--- config.mk ---
export PLATFORM = sky130hd
export DESIGN_NAME = card_blit_ctrl
export DESIGN_NICKNAME = d
export VERILOG_FILES = /design/src/rtl/card_blit_ctrl.sv
export SDC_FILE = /design/constraint.sdc
export NUM_CORES = 1
export LEC_CHECK = 0
export BUFFER_PORTS_ARGS = -buffer_cell sky130_fd_sc_hd__buf_2
export CORE_ASPECT_RATIO = 0.75
export CORE_MARGIN = 3
export CORE_UTILIZATION = 40
export DETAILED_ROUTE_END_ITERATION = 8
export SLEW_MARGIN = 40
export SYNTH_ARGS = -nofsm -noshare
export SYNTH_HDL_FRONTEND = slang
export SYNTH_SLANG_ARGS = --single-unit
--- constraint.sdc ---
create_clock -name clock -period 6.1 [get_ports clock]
set_input_delay 1.22 -clock clock [delete_from_list [all_inputs] [get_ports clock]]
set_output_delay 1.22 -clock clock [all_outputs]
set_load 0.1 [all_outputs]
--- src/rtl/card_blit_ctrl.sv ---
// card_blit_ctrl: copies one 16x32 card sprite from a sync-read card memory
// into the 256x240 framebuffer at a requested top-left position.
// Pixels are visited row-major; off-screen pixels are skipped. Framebuffer
// writes use a request/accept handshake: fb_we is held with stable
// fb_addr/fb_data until a cycle where fb_ready is also high, which completes
// the write.
// Optional feature macro: CARD_BLIT_TRANSPARENT_EN -- when defined, pixels
// whose colour equals TRANSP are skipped like clipped pixels.
module card_blit_ctrl #(
   parameter int          CARD_W = 16,
   parameter int          CARD_H = 32,
   parameter int          FB_W   = 256,
   parameter int          FB_H   = 240,
   parameter logic [2:0]  TRANSP = 3'b000
) (
   input  logic        clock,
   input  logic        reset_n,
   input  logic        start,
   input  logic [5:0]  card_id,
   input  logic [7:0]  pos_x,
   input  logic [7:0]  pos_y,
   output logic        busy,
   output logic        done,
   output logic [5:0]  card_sel,
   output logic [8:0]  rd_addr,
   input  logic [2:0]  card_data,
   output logic        fb_we,
   output logic [15:0] fb_addr,
   output logic [2:0]  fb_data,
   input  logic        fb_ready,
   output logic [2:0]  dbg_state
);

   localparam int COL_W = $clog2(CARD_W);
   localparam int ROW_W = $clog2(CARD_H);

`ifdef CARD_BLIT_TRANSPARENT_EN
   localparam bit TRANSP_EN = 1'b1;
`else
   localparam bit TRANSP_EN = 1'b0;
`endif

   typedef enum logic [2:0] {
      S_IDLE  = 3'd0,
      S_FETCH = 3'd1,
      S_LATCH = 3'd2,
      S_WRITE = 3'd3,
      S_ADV   = 3'd4,
      S_DONE  = 3'd5
   } state_t;

   state_t           state_q, state_d;
   logic             busy_q, busy_d;
   logic             done_q, done_d;
   logic             fb_we_q, fb_we_d;
   logic [8:0]       rd_addr_q, rd_addr_d;
   logic [15:0]      fb_addr_q, fb_addr_d;
   logic [2:0]       fb_data_q, fb_data_d;
   logic [5:0]       card_sel_q, card_sel_d;
   logic [7:0]       pos_x_q, pos_x_d;
   logic [7:0]       pos_y_q, pos_y_d;
   logic [COL_W-1:0] col_q, col_d;
   logic [ROW_W-1:0] row_q, row_d;

   // 9-bit destination so a card hanging off the right/bottom edge never wraps
   logic [8:0] dx, dy;
   logic       skip_pix;
   logic       last_pix;

   // Destination coordinate, clip/transparency decision and last-pixel detect
   always_comb begin
      dx       = 9'(pos_x_q) + 9'(col_q);
      dy       = 9'(pos_y_q) + 9'(row_q);
      skip_pix = (dx >= 9'(FB_W)) || (dy >= 9'(FB_H)) ||
                 (TRANSP_EN && (card_data == TRANSP));
      last_pix = (row_q == ROW_W'(CARD_H - 1)) && (col_q == COL_W'(CARD_W - 1));
   end

   // Next-state and registered-output logic; all outputs come straight from flops
   always_comb begin
      state_d    = state_q;
      busy_d     = busy_q;
      done_d     = 1'b0;
      fb_we_d    = fb_we_q;
      rd_addr_d  = rd_addr_q;
      fb_addr_d  = fb_addr_q;
      fb_data_d  = fb_data_q;
      card_sel_d = card_sel_q;
      pos_x_d    = pos_x_q;
      pos_y_d    = pos_y_q;
      col_d      = col_q;
      row_d      = row_q;
      case (state_q)
         S_IDLE: begin
            if (start) begin
               card_sel_d = card_id;
               pos_x_d    = pos_x;
               pos_y_d    = pos_y;
               col_d      = '0;
               row_d      = '0;
               rd_addr_d  = '0;
               busy_d     = 1'b1;
               state_d    = S_FETCH;
            end
         end
         // rd_addr is already valid here; the memory returns data next cycle
         S_FETCH: state_d = S_LATCH;
         S_LATCH: begin
            if (skip_pix) begin
               state_d = S_ADV;
            end else begin
               fb_addr_d = {dy[7:0], dx[7:0]};
               fb_data_d = card_data;
               fb_we_d   = 1'b1;
               state_d   = S_WRITE;
            end
         end
         S_WRITE: begin
            if (fb_ready) begin
               fb_we_d = 1'b0;
               state_d = S_ADV;
            end
         end
         S_ADV: begin
            if (col_q == COL_W'(CARD_W - 1)) begin
               col_d = '0;
               row_d = row_q + 1'b1;
            end else begin
               col_d = col_q + 1'b1;
            end
            if (last_pix) begin
               done_d  = 1'b1;
               state_d = S_DONE;
            end else begin
               // CARD_W is a power of two, so row*CARD_W+col is a concatenation
               rd_addr_d = 9'({row_d, col_d});
               state_d   = S_FETCH;
            end
         end
         S_DONE: begin
            busy_d  = 1'b0;
            state_d = S_IDLE;
         end
         default: state_d = S_IDLE;
      endcase
   end

   // State and output registers; reset abandons any blit in progress
   always_ff @(posedge clock or negedge reset_n) begin
      if (!reset_n) begin
         state_q    <= S_IDLE;
         busy_q     <= 1'b0;
         done_q     <= 1'b0;
         fb_we_q    <= 1'b0;
         rd_addr_q  <= '0;
         fb_addr_q  <= '0;
         fb_data_q  <= '0;
         card_sel_q <= '0;
         pos_x_q    <= '0;
         pos_y_q    <= '0;
         col_q      <= '0;
         row_q      <= '0;
      end else begin
         state_q    <= state_d;
         busy_q     <= busy_d;
         done_q     <= done_d;
         fb_we_q    <= fb_we_d;
         rd_addr_q  <= rd_addr_d;
         fb_addr_q  <= fb_addr_d;
         fb_data_q  <= fb_data_d;
         card_sel_q <= card_sel_d;
         pos_x_q    <= pos_x_d;
         pos_y_q    <= pos_y_d;
         col_q      <= col_d;
         row_q      <= row_d;
      end
   end

   assign busy      = busy_q;
   assign done      = done_q;
   assign fb_we     = fb_we_q;
   assign rd_addr   = rd_addr_q;
   assign fb_addr   = fb_addr_q;
   assign fb_data   = fb_data_q;
   assign card_sel  = card_sel_q;
   assign dbg_state = state_q;

endmodule

# Word level (Yosys, flattened, before mapping)
# Cells that the tools add are included.
# Widths: inputs -> output; s select.
dict set report classes {
  add_sub_neg 4
  magnitude_cmp 2
  n_eq_ne 11
  muxes 21
  bitwise_logic 1
  reduce_logical 13
}
# cell count
set ops {}
lappend ops {{$mux 9} 2}
lappend ops {{$pmux 9 s2} 1}
lappend ops {{$pmux 3 s5} 1}
lappend ops {{$mux 3} 4}
lappend ops {{$mux 5} 2}
lappend ops {{$pmux 5 s2} 1}
lappend ops {{$reduce_and 2->1} 5}
lappend ops {{$add 8x4->9} 1}
lappend ops {{$add 8x5->9} 1}
lappend ops {{$ge 9x8->1 const B} 1}
lappend ops {{$ge 9x9->1 const B} 1}
lappend ops {{$mux 4} 2}
lappend ops {{$ne 2x2->1 const B} 4}
lappend ops {{$pmux 4 s2} 1}
lappend ops {{$eq 3x2->1 const B} 2}
lappend ops {{$eq 3x3->1 const B} 2}
lappend ops {{$reduce_and 3->1} 2}
lappend ops {{$reduce_bool 2->1} 3}
lappend ops {{$add 5x1->5 const B} 1}
lappend ops {{$eq 5x5->1 const B} 1}
lappend ops {{$mux 1} 5}
lappend ops {{$add 4x1->4 const B} 1}
lappend ops {{$eq 4x4->1 const B} 1}
lappend ops {{$pmux 1 s2} 2}
lappend ops {{other kinds (5)} 5}
dict set report word_totals {
  ff_bits 65
  inputBits 29
  out_inout_bits 40
  elab_cells 64
}

# Logic depth before layout (Yosys ltp)
# Gate-level depths: netlist of the first run.
dict set report logic_depth {
  depth_word 5
  ltp_mapped 10
  mapped_depth_nobuf 9
}

# Least setup slack after synthesis of the first run
# Ideal clock, no wire load.
dict set report synth_path {
  path_kind {register to register}
  start {register row_q[0]}
  end {register fb_addr_q[0] (netlist: fb_addr[0])}
  setup_time_ps 125
  arrival_time_ps 2469
  required_ps 5975
  path_slack_ps 3505
  stages_incl_launch_ff 10
  n_path_buf 1
  period_less_slack_ps 2595
  cell_sequence {dfrtp_1 -> ha_1 -> fa_1 -> a211o_1 -> o211a_1 -> o2111a_2 -> a31oi_4 -> nand4b_2 -> buf_6 -> mux2_4}
}
dict set report synth_between {
  elab_chain_len 5
}
# element line
set synth_rtl {}
lappend synth_rtl {{start, declared} 63} ;# logic [ROW_W-1:0] row_q, row_d;
lappend synth_rtl {{start signal, assigned} 175} ;# row_q <= row_d;
lappend synth_rtl {{$add 8x5->9} 73} ;# dy = 9'(pos_y_q) + 9'(row_q);
lappend synth_rtl {{$ge 9x8->1} 74} ;# skip_pix = (dx >= 9'(FB_W)) || (dy >= 9'(FB_H)) ||
lappend synth_rtl {{$logic_or 1x1->1} 74}
lappend synth_rtl {{$not 1->1 (no source line)} n/a}
lappend synth_rtl {{$reduce_and 2->1 (no source line)} n/a}
lappend synth_rtl {{end signal, assigned} 169} ;# fb_addr_q <= fb_addr_d;
lappend synth_rtl {{end, declared} 57} ;# logic [15:0] fb_addr_q, fb_addr_d;
# Every way passes these cells.
# A chain may end at the register's enable or synchronous reset.

# Worst setup path after layout of the first run
dict set report layout_path {
  start {register row_q[0]}
  end {register fb_addr_q[8] (netlist: fb_addr[8])}
}
dict set report layout_between {
  elab_chain_len 5
}
# element line
set layout_rtl {}
lappend layout_rtl {{$add 8x5->9 *} 73}
lappend layout_rtl {{$ge 9x8->1} 74}
lappend layout_rtl {{$logic_or 1x1->1} 74}
lappend layout_rtl {{$not 1->1 (no source line)} n/a}
lappend layout_rtl {{$reduce_and 2->1 (no source line)} n/a}
# Mark *: on every way between the ends. The rest lies on a longest branch, timed or not.

==> results of run 1 <==
worst paths after layout:
| kind | start | endpoint | cells after the start | slack, ns |
|---|---|---|---|---|
| setup / recovery | row_q[0]$_DFFE_PN0P_ | fb_addr[8]$_DFFE_PN0P_ | 8 | 3.02 |
| hold / removal | rd_addr[6]$_DFFE_PN0P_ | rd_addr[6]$_DFFE_PN0P_ | 2 | 0.48 |
| setup reg to reg | row_q[0]$_DFFE_PN0P_ | fb_addr[8]$_DFFE_PN0P_ | 8 | 3.02 |
| hold reg to reg | rd_addr[6]$_DFFE_PN0P_ | rd_addr[6]$_DFFE_PN0P_ | 2 | 0.48 |
| max in group asynchronous | reset_n | done$_DFF_PN0_ | 2 | 4.71 |
| min in group asynchronous | reset_n | fb_data[2]$_DFFE_PN0P_ | 2 | 0.96 |
flip-flops by register name, indices dropped and copies added (netlist names):
signal,flops
rd_addr,9
card_sel,6
row_q,5
dbg_state,3
busy,1
done,1
fb_data,3
col_q,4
fb_we,1
pos_y_q,8
fb_addr,16
pos_x_q,8
metrics by stage:
| stage | hold WS [ns] | setup WS, ns |
|---|---|---|
| global route | 0.508 | 2.85 |
| global placement | 0.463 | 2.68 |
| detailed placement | 0.465 | 2.99 |
| finish | 0.480 | 3.02 |
| floorplan | 0.487 | 3.51 |
| CTS | 0.481 | 2.98 |
cells by family after synthesis:
| kind of cell | after synthesis |
|---|---|
| mux | 44 |
| flops | 65 |
| xor+xnor | 16 |
| fa+ha+maj | 14 |
| buf+inv | 14 |
| simple gates | 59 |
| compound gates | 47 |
worst max-delay path, delay by kind of cell (launching register included):
kind	cells	cell delay, ns
and+or+nand+nor	1	0.47
AOI/OAI and AO/OA	4	0.94
muxes	1	0.46
DFF	1	0.43
adders and majority gates	2	0.66
placed cells by master (no fill, tap or decap), types with 2 or more instances in the layout:
master	synthesis	final
xnor2_1	11	11
mux2_2	23	23
a311oi_1	2	2
mux2i_1	3	3
nor2b_1	4	4
xor2_1	5	5
nand2_1	22	22
o211a_1	2	2
mux2_4	18	18
nor3_1	2	2
nor2_1	11	10
a31oi_1	2	2
dfrtp_1	65	65
and3_1	3	3
or3_1	2	2
buf_2	1	68
clkbuf_8	0	11
nand3_1	5	5
nand4b_1	2	2
a21o_1	8	8
clkbuf_1	5	3
o31ai_1	5	5
fa_1	2	2
a22o_1	2	2
ha_1	12	12
inv_1	4	4
buf_6	3	2
a21oi_1	8	8
o21ai_0	14	14
bufinv_16	0	2
metal layers:
layer / routed length [um] / vias up / GRT usage
met2: 2900 / 67 / 0.224
li1: - / 1078 / -
met3: 377 / 7 / 0.0495
met5: 0 / - / 0
met4: 83 / 0 / 0.0578
met1: 3190 / 1073 / 0.221
layout make-up:
| class | count | area share |
|---|---|---|
| sequential | 65 | 0.417 |
| multi-input combinational | 180 | 0.392 |
| timing repair buffer | 71 | 0.0968 |
| clock buffer | 14 | 0.0417 |
| tap | 101 | 0.0324 |
| clock inverter | 2 | 0.0154 |
| inverter | 5 | 0.00481 |
==> qor.yml, run 1 <==
status:
  outcome: "finished clean"
layout:
  n_antenna_cell: 0
  layout-drive-gt1-share: 0.395
  fin_nets: 375
  finalInstanceArea_um2: 3900
  regArea_um2: 1630
  synthToLayoutAreaGrowth_pct: 21.4
  fillCellCount: 716
  fin_util: 0.516
  multi_input_area_um2: 1530
  fin_cells: 438
floorplanning:
  die_h_um: 83.7
  fp.dieArea_um2: 9160
  die_w_um: 110
  pin_count: 69
  coreArea_um2: 7570
  start_util: 0.425
  std_cell_rows: 27
placed_design:
  place_congestion: 0.872
  dp_hpwl_um: 4720
  io_buffers: 68
  dpl-instance-area_um2: 3670
  dp.cells: 422
detailed_routing:
  ant_nets: 0
  routed_wl_um: 6560
  wl_per_cell_um: 15.0
  vias: 2225
  via_per_inst: 5.08
  drt_iter0_drc: 98
  drt_first_pass_iters: 4
  drc: 0
clocking:
  clk_path_buf_depth: 2
  cts.sinks: 65
  postCtsHoldBufs: 0
  ctsResizeCount: 0
  cts.reportedPaths.clkPinSlew_ns: 0.07
  htreeDepth: 3
  cts_buffers: 9
  post_cts_buffers: 0
  cts_tree: "done"
  root_buffer: "clkbuf_8"
  clock_latency_ns: 0.34
grt:
  grt_pass1_wl_um: 11200
  grt_max_degree: 66
  grt_use_total: 0.157
  antenna_found_initial: 0
  grt_pass1_vias: 2229
  gr-total-overflow: 0
critical_path:
  path_class: "reg -> reg"
  crit_path_max_fanout: 20
  crit_required_ns: 6.32
  crit_arrival_ns: 3.30
  critPathLaunchType: "register"
  slowest_stage: "nand4b_4"
  slowest_delay_ns: 0.47
  crit_chain: "ha_1, fa_1, a211o_1, o211a_1, o2111a_2, a31oi_4, nand4b_4, mux2_4"
  endpoint_kind: "register"
synth:
  synth_top_area_share: 0.506
  syn_area_um2: 3220
  synth_seq_cells: 65
  synth_top_family_by_area: "multiplexers"
  synth_area_leaders: "dfrtp_1 (51%), mux2_4 (8.4%), mux2_2 (8.1%), ha_1 (4.7%), xnor2_1 (3.0%)"
  netlist-cell-type-count: 41
  synth_xor_area_frac: 0.0436
  ys.flop_type: "dfrtp_1"
  yosysWarnings: 0
  synth_seq_area_share: 0.506
  synthSimpleGateAreaFrac: 0.0934
  syn_nets: 302
  ys_top_cells_by_count: "dfrtp_1 (65), mux2_2 (23), nand2_1 (22)"
  avgSynthCellArea_um2: 12.4
  synth_edf_count: 0
  synth_compound_area_frac: 0.100
  synthCells: 259
  synth.mux.area_fraction: 0.174
  yosys.area.top_type: "dfrtp_1"
  ys_async_sr_fraction: 1.00
  yosys.area_share.adder: 0.0591
  synth_most_common_cell: "dfrtp_1"
min_path:
  hold_class: "reg -> reg"
sta:
  worst_pin_slew_ns: 0.728
  fin_setup_tns_ns: 0
  fmaxAchievable_mhz: 324
  setup_violations: 0
  post-route-period-util: 0.505
  finalCriticalPeriod_ns: 3.08
  fin_skew_ns: 0.00782
  final_hold_viol_count: 0
  slew_headroom: 0.511
  maxSlewViolCount: 0
  rsz0062_at_grt: "no"
job:
  drv_cap: 0
Power of run 1 is not shown: default switching activity piles up to over one toggle a cycle in this logic, so the estimate is an artifact.
==> inputs of run 2 (changes only) <==
Clock period 6.1 ns to 3 ns, I/O delays scaled along.
==> run 2 against run 1 <==
Compared with the run above:
- register-to-register slack lost 2.7 ns
- hold slack lost 0.19 ns
- highest routed layer unchanged
- global-route usage shrank 0.27 points
==> qor.yml, run 2 (synthesis results as in run 1) <==
floorplanning:
  start_util: 0.425
  std_cell_rows: 27
  pin_count: 69
  die_h_um: 83.7
  coreArea_um2: 7570
  fp.dieArea_um2: 9160
  die_w_um: 110
clocking:
  cts_buffers: 9
  root_buffer: "clkbuf_8"
  cts.sinks: 65
  ctsResizeCount: 0
  clock_latency_ns: 0.33
  cts.reportedPaths.clkPinSlew_ns: 0.07
  htreeDepth: 3
  clk_path_buf_depth: 2
  cts_tree: "done"
  post_cts_buffers: 0
  postCtsHoldBufs: 0
grt:
  grt_pass1_vias: 2282
  grt_pass1_wl_um: 11000
  gr-total-overflow: 0
  grt_use_total: 0.154
  grt_max_degree: 39
  antenna_found_initial: 0
layout:
  layout_common_cells: "buf_2 (68), dfrtp_1 (65), mux2_2 (23)"
  largest_register_ffs: 16
  fin_nets: 379
  layout-drive-gt1-share: 0.400
  final_common_cell: "buf_2"
  fin_cells: 441
  n_antenna_cell: 0
  synthToLayoutAreaGrowth_pct: 21.5
placed_design:
  place_congestion: 0.823
  place_ws_ns: 0.299
  dp_hpwl_um: 4750
  io_buffers: 68
  dp.cells: 426
critical_path:
  worstSetupStartpoint: "pos_y_q[0]$_DFFE_PN0P_"
  regToRegStartpoint: "pos_y_q[0]$_DFFE_PN0P_"
  path_class: "reg -> reg"
  crit_path_max_fanout: 10
  endpoint_kind: "register"
  crit_required_ns: 3.21
  critPathLaunchType: "register"
  crit_arrival_ns: 2.93
sta:
  worst_pin_slew_ns: 0.661
  final_hold_viol_count: 0
  slew_headroom: 0.559
  post-route-period-util: 0.905
  fin_setup_tns_ns: 0
  fin_skew_ns: 0.00913
  setup_violations: 0
  maxSlewViolCount: 0
  timing.final.ws_setup_ns: 0.285
  finalCriticalPeriod_ns: 2.71
  rsz0062_at_grt: "no"
  fmaxAchievable_mhz: 368
detailed_routing:
  drt_iter0_drc: 83
  routed_wl_um: 6320
  ant_nets: 0
  wl_per_cell_um: 14.3
  via_per_inst: 5.04
  drt_first_pass_iters: 4
  drc: 0
  vias: 2222
status:
  outcome: "finished clean"
job:
  drv_cap: 0
min_path:
  hold_class: "in -> async"
run 2: metrics by stage:
step	hold slack, ns	instance area [um2]	util
2_1_floorplan	0.304	3220	-
3_3_place_gp	0.463	3700	0.488
3_5_place_dp	0.461	3700	0.488
4_1_cts	0.307	3910	0.516
5_1_grt	0.342	3910	0.516
6_report	0.293	3910	0.516
run 2: worst paths after layout:
kind	endpoint	slack (ns)	cells after the start
setup / recovery	fb_addr[6]$_DFFE_PN0P_	0.29	9
hold / removal	fb_data[2]$_DFFE_PN0P_	0.29	1
setup reg to reg	fb_addr[6]$_DFFE_PN0P_	0.29	9
hold reg to reg	rd_addr[3]$_DFFE_PN0P_	0.48	1
max in group asynchronous	fb_addr[6]$_DFFE_PN0P_	2.08	2
min in group clock	pos_x_q[1]$_DFFE_PN0P_	0.47	3
run 2: final cells by class:
| cell class | count | area (um2) |
|---|---|---|
| inverter | 5 | 18.8 |
| clock inverter | 3 | 65.1 |
| tap | 101 | 126 |
| fill | 709 | 3660 |
| timing repair buffer | 75 | 405 |
| multi-input combinational | 180 | 1520 |
| sequential | 65 | 1630 |
| clock buffer | 12 | 145 |
run 2: layer usage:
layer / vias to the layer above / routed length, um / track usage
met4: 0 / 70 / 0.0442
met2: 50 / 2770 / 0.225
met3: 7 / 373 / 0.0510
li1: 1080 / - / -
met1: 1085 / 3110 / 0.217
met5: - / 0 / 0
run 2: worst max-delay path, cell delays in order, from the launching register on:
cell and delay [ns]:
dfrtp_1 0.38, ha_1 0.22, fa_1 0.41, a211o_1 0.32, o211a_1 0.12, o2111a_2 0.27
a31oi_4 0.22, nand4b_2 0.14, buf_4 0.22, mux2_4 0.30
Power of run 2 is left out for the same reason.
==> inputs of run 3 (changes only) <==
Settings changed: BUFFER_PORTS_ARGS -buffer_cell sky130_fd_sc_hd__buf_2 to -buffer_cell sky130_fd_sc_hd__buf_4.
==> run 3 against run 2 <==
Compared with the run above:
- first-iteration DRC count grew 37%
- routed wire length grew 1.9%
- sequential cell count is the same
- hold slack lost 0.067 ns
- clock-buffer cell count is the same
- non-clock buffer count shrank 2
- register-to-register slack lost 0.07 ns
- core utilization grew 2.2 points
- maximum frequency shrank 2.4%
- die area is the same
- critical path depth is the same
- critical path type unchanged
- final cell count shrank 0.23%
==> qor.yml, run 3 (synthesis results as in run 1) <==
status:
  outcome: "finished clean"
critical_path:
  slowest_delay_ns: 0.42
  critPathLaunchType: "register"
  crit_buf_inv: 1
  slowest_stage: "fa_1"
  worst-path-stages: 9
  crit_required_ns: 3.22
  endpoint_kind: "register"
  crit_chain: "ha_1, fa_1, a211o_1, o211a_1, o2111a_2, a31oi_4, nand4b_2, buf_12, mux2_4"
  crit_arrival_ns: 3.00
  worst_r2r_path_depth: 9
  path_class: "reg -> reg"
  cp_top_family: "compound AO/OA/AOI/OAI gates"
  crit_path_max_fanout: 19
grt:
  grt_pass1_vias: 2258
  grt_pass1_wl_um: 11200
  grt_use_total: 0.155
  antenna_found_initial: 0
  grt_max_degree: 66
  gr-total-overflow: 0
detailed_routing:
  drt_first_pass_iters: 4
  drt_iter0_drc: 114
  drc: 0
  vias: 2196
  routed_wl_um: 6440
  via_per_inst: 4.99
  ant_nets: 0
  wl_per_cell_um: 14.6
clocking:
  post_cts_buffers: 0
  htreeDepth: 3
  root_buffer: "clkbuf_8"
  postCtsHoldBufs: 0
  cts.sinks: 65
  clk_path_buf_depth: 2
  clock_latency_ns: 0.34
  ctsResizeCount: 0
  cts_buffers: 9
  cts.reportedPaths.clkPinSlew_ns: 0.07
  cts_tree: "done"
sta:
  fmaxAchievable_mhz: 360
  post-route-period-util: 0.927
  slew_headroom: 0.593
  worst_pin_slew_ns: 0.608
  finalCriticalPeriod_ns: 2.78
  setup_violations: 0
  fin_setup_tns_ns: 0
  final_hold_viol_count: 0
  rsz0062_at_grt: "no"
  fin_skew_ns: 0.00745
  maxSlewViolCount: 0
layout:
  layout_common_cells: "buf_4 (71), dfrtp_1 (65), mux2_2 (23)"
  final_common_cell: "buf_4"
  synthToLayoutAreaGrowth_pct: 26.6
  regArea_um2: 1630
  largest_register_ffs: 16
  n_antenna_cell: 0
  layout-drive-gt1-share: 0.404
  multi_input_area_um2: 1520
  fillCellCount: 692
  fin_nets: 377
min_path:
  hold_class: "in -> async"
floorplanning:
  pin_count: 69
  die_h_um: 83.7
  fp.dieArea_um2: 9160
  coreArea_um2: 7570
  start_util: 0.425
  std_cell_rows: 27
  die_w_um: 110
placed_design:
  place_congestion: 0.789
  io_buffers: 68
  dp_hpwl_um: 4730
job:
  drv_cap: 0
## run 3: cell count changes in the layout (fill, tap and decap cells not counted), sizes merged
cell      previous run  this run
bufinv               2         1
buf                 75        73
clkinvlp             0         2
## run 3: final cells by class
cell class,instances,area share
sequential,65,0.400
inverter,5,0.00461
clock buffer,12,0.0406
clock inverter,4,0.0123
multi-input combinational,180,0.373
tap,101,0.0310
timing repair buffer,73,0.139
## run 3: worst paths after layout
path / start / endpoint / slack [ns]
setup / recovery: pos_y_q[0]$_DFFE_PN0P_ / fb_addr[2]$_DFFE_PN0P_ / 0.22
setup reg to reg: pos_y_q[0]$_DFFE_PN0P_ / fb_addr[2]$_DFFE_PN0P_ / 0.22
max in group asynchronous: reset_n / col_q[3]$_DFFE_PN0P_ / 2.34
min in group clock: pos_x[1] / pos_x_q[1]$_DFFE_PN0P_ / 0.47
hold reg to reg: rd_addr[0]$_DFFE_PN0P_ / rd_addr[0]$_DFFE_PN0P_ / 0.49
hold / removal: reset_n / fb_addr[15]$_DFFE_PN0P_ / 0.23
## run 3: worst reg2reg max path, stage by stage (launching register included)
cell and delay [ns]:
dfrtp_1 0.38, ha_1 0.23, fa_1 0.42, a211o_1 0.33, o211a_1 0.13, o2111a_2 0.27, a31oi_4 0.22, nand4b_2 0.18
buf_12 0.20, mux2_4 0.31
## run 3: metal layers
layer / global-route usage / part of all wire / vias to the layer above / wire length [um]
met5: 0 / 0 / - / 0
met4: 0.0340 / 0.0048 / 0 / 31
met3: 0.0596 / 0.055 / 4 / 353
met2: 0.228 / 0.45 / 54 / 2890
met1: 0.217 / 0.49 / 1065 / 3170
li1: - / - / 1073 / -
## run 3: metrics by stage
stage                     instances  hold WS [ns]  instance area [um2]   util  setup slack [ns]
final                           440         0.226                 4070  0.538             0.219
after global routing            440         0.262                 4070  0.538            0.0780
after CTS                       440         0.377                 4070  0.537             0.223
after detailed placement        424         0.472                 3850  0.509             0.229
after global placement          424         0.467                 3850  0.509             0.332
after floorplan                 259         0.304                 3220      -             0.405
Power of run 3 is left out for the same reason.
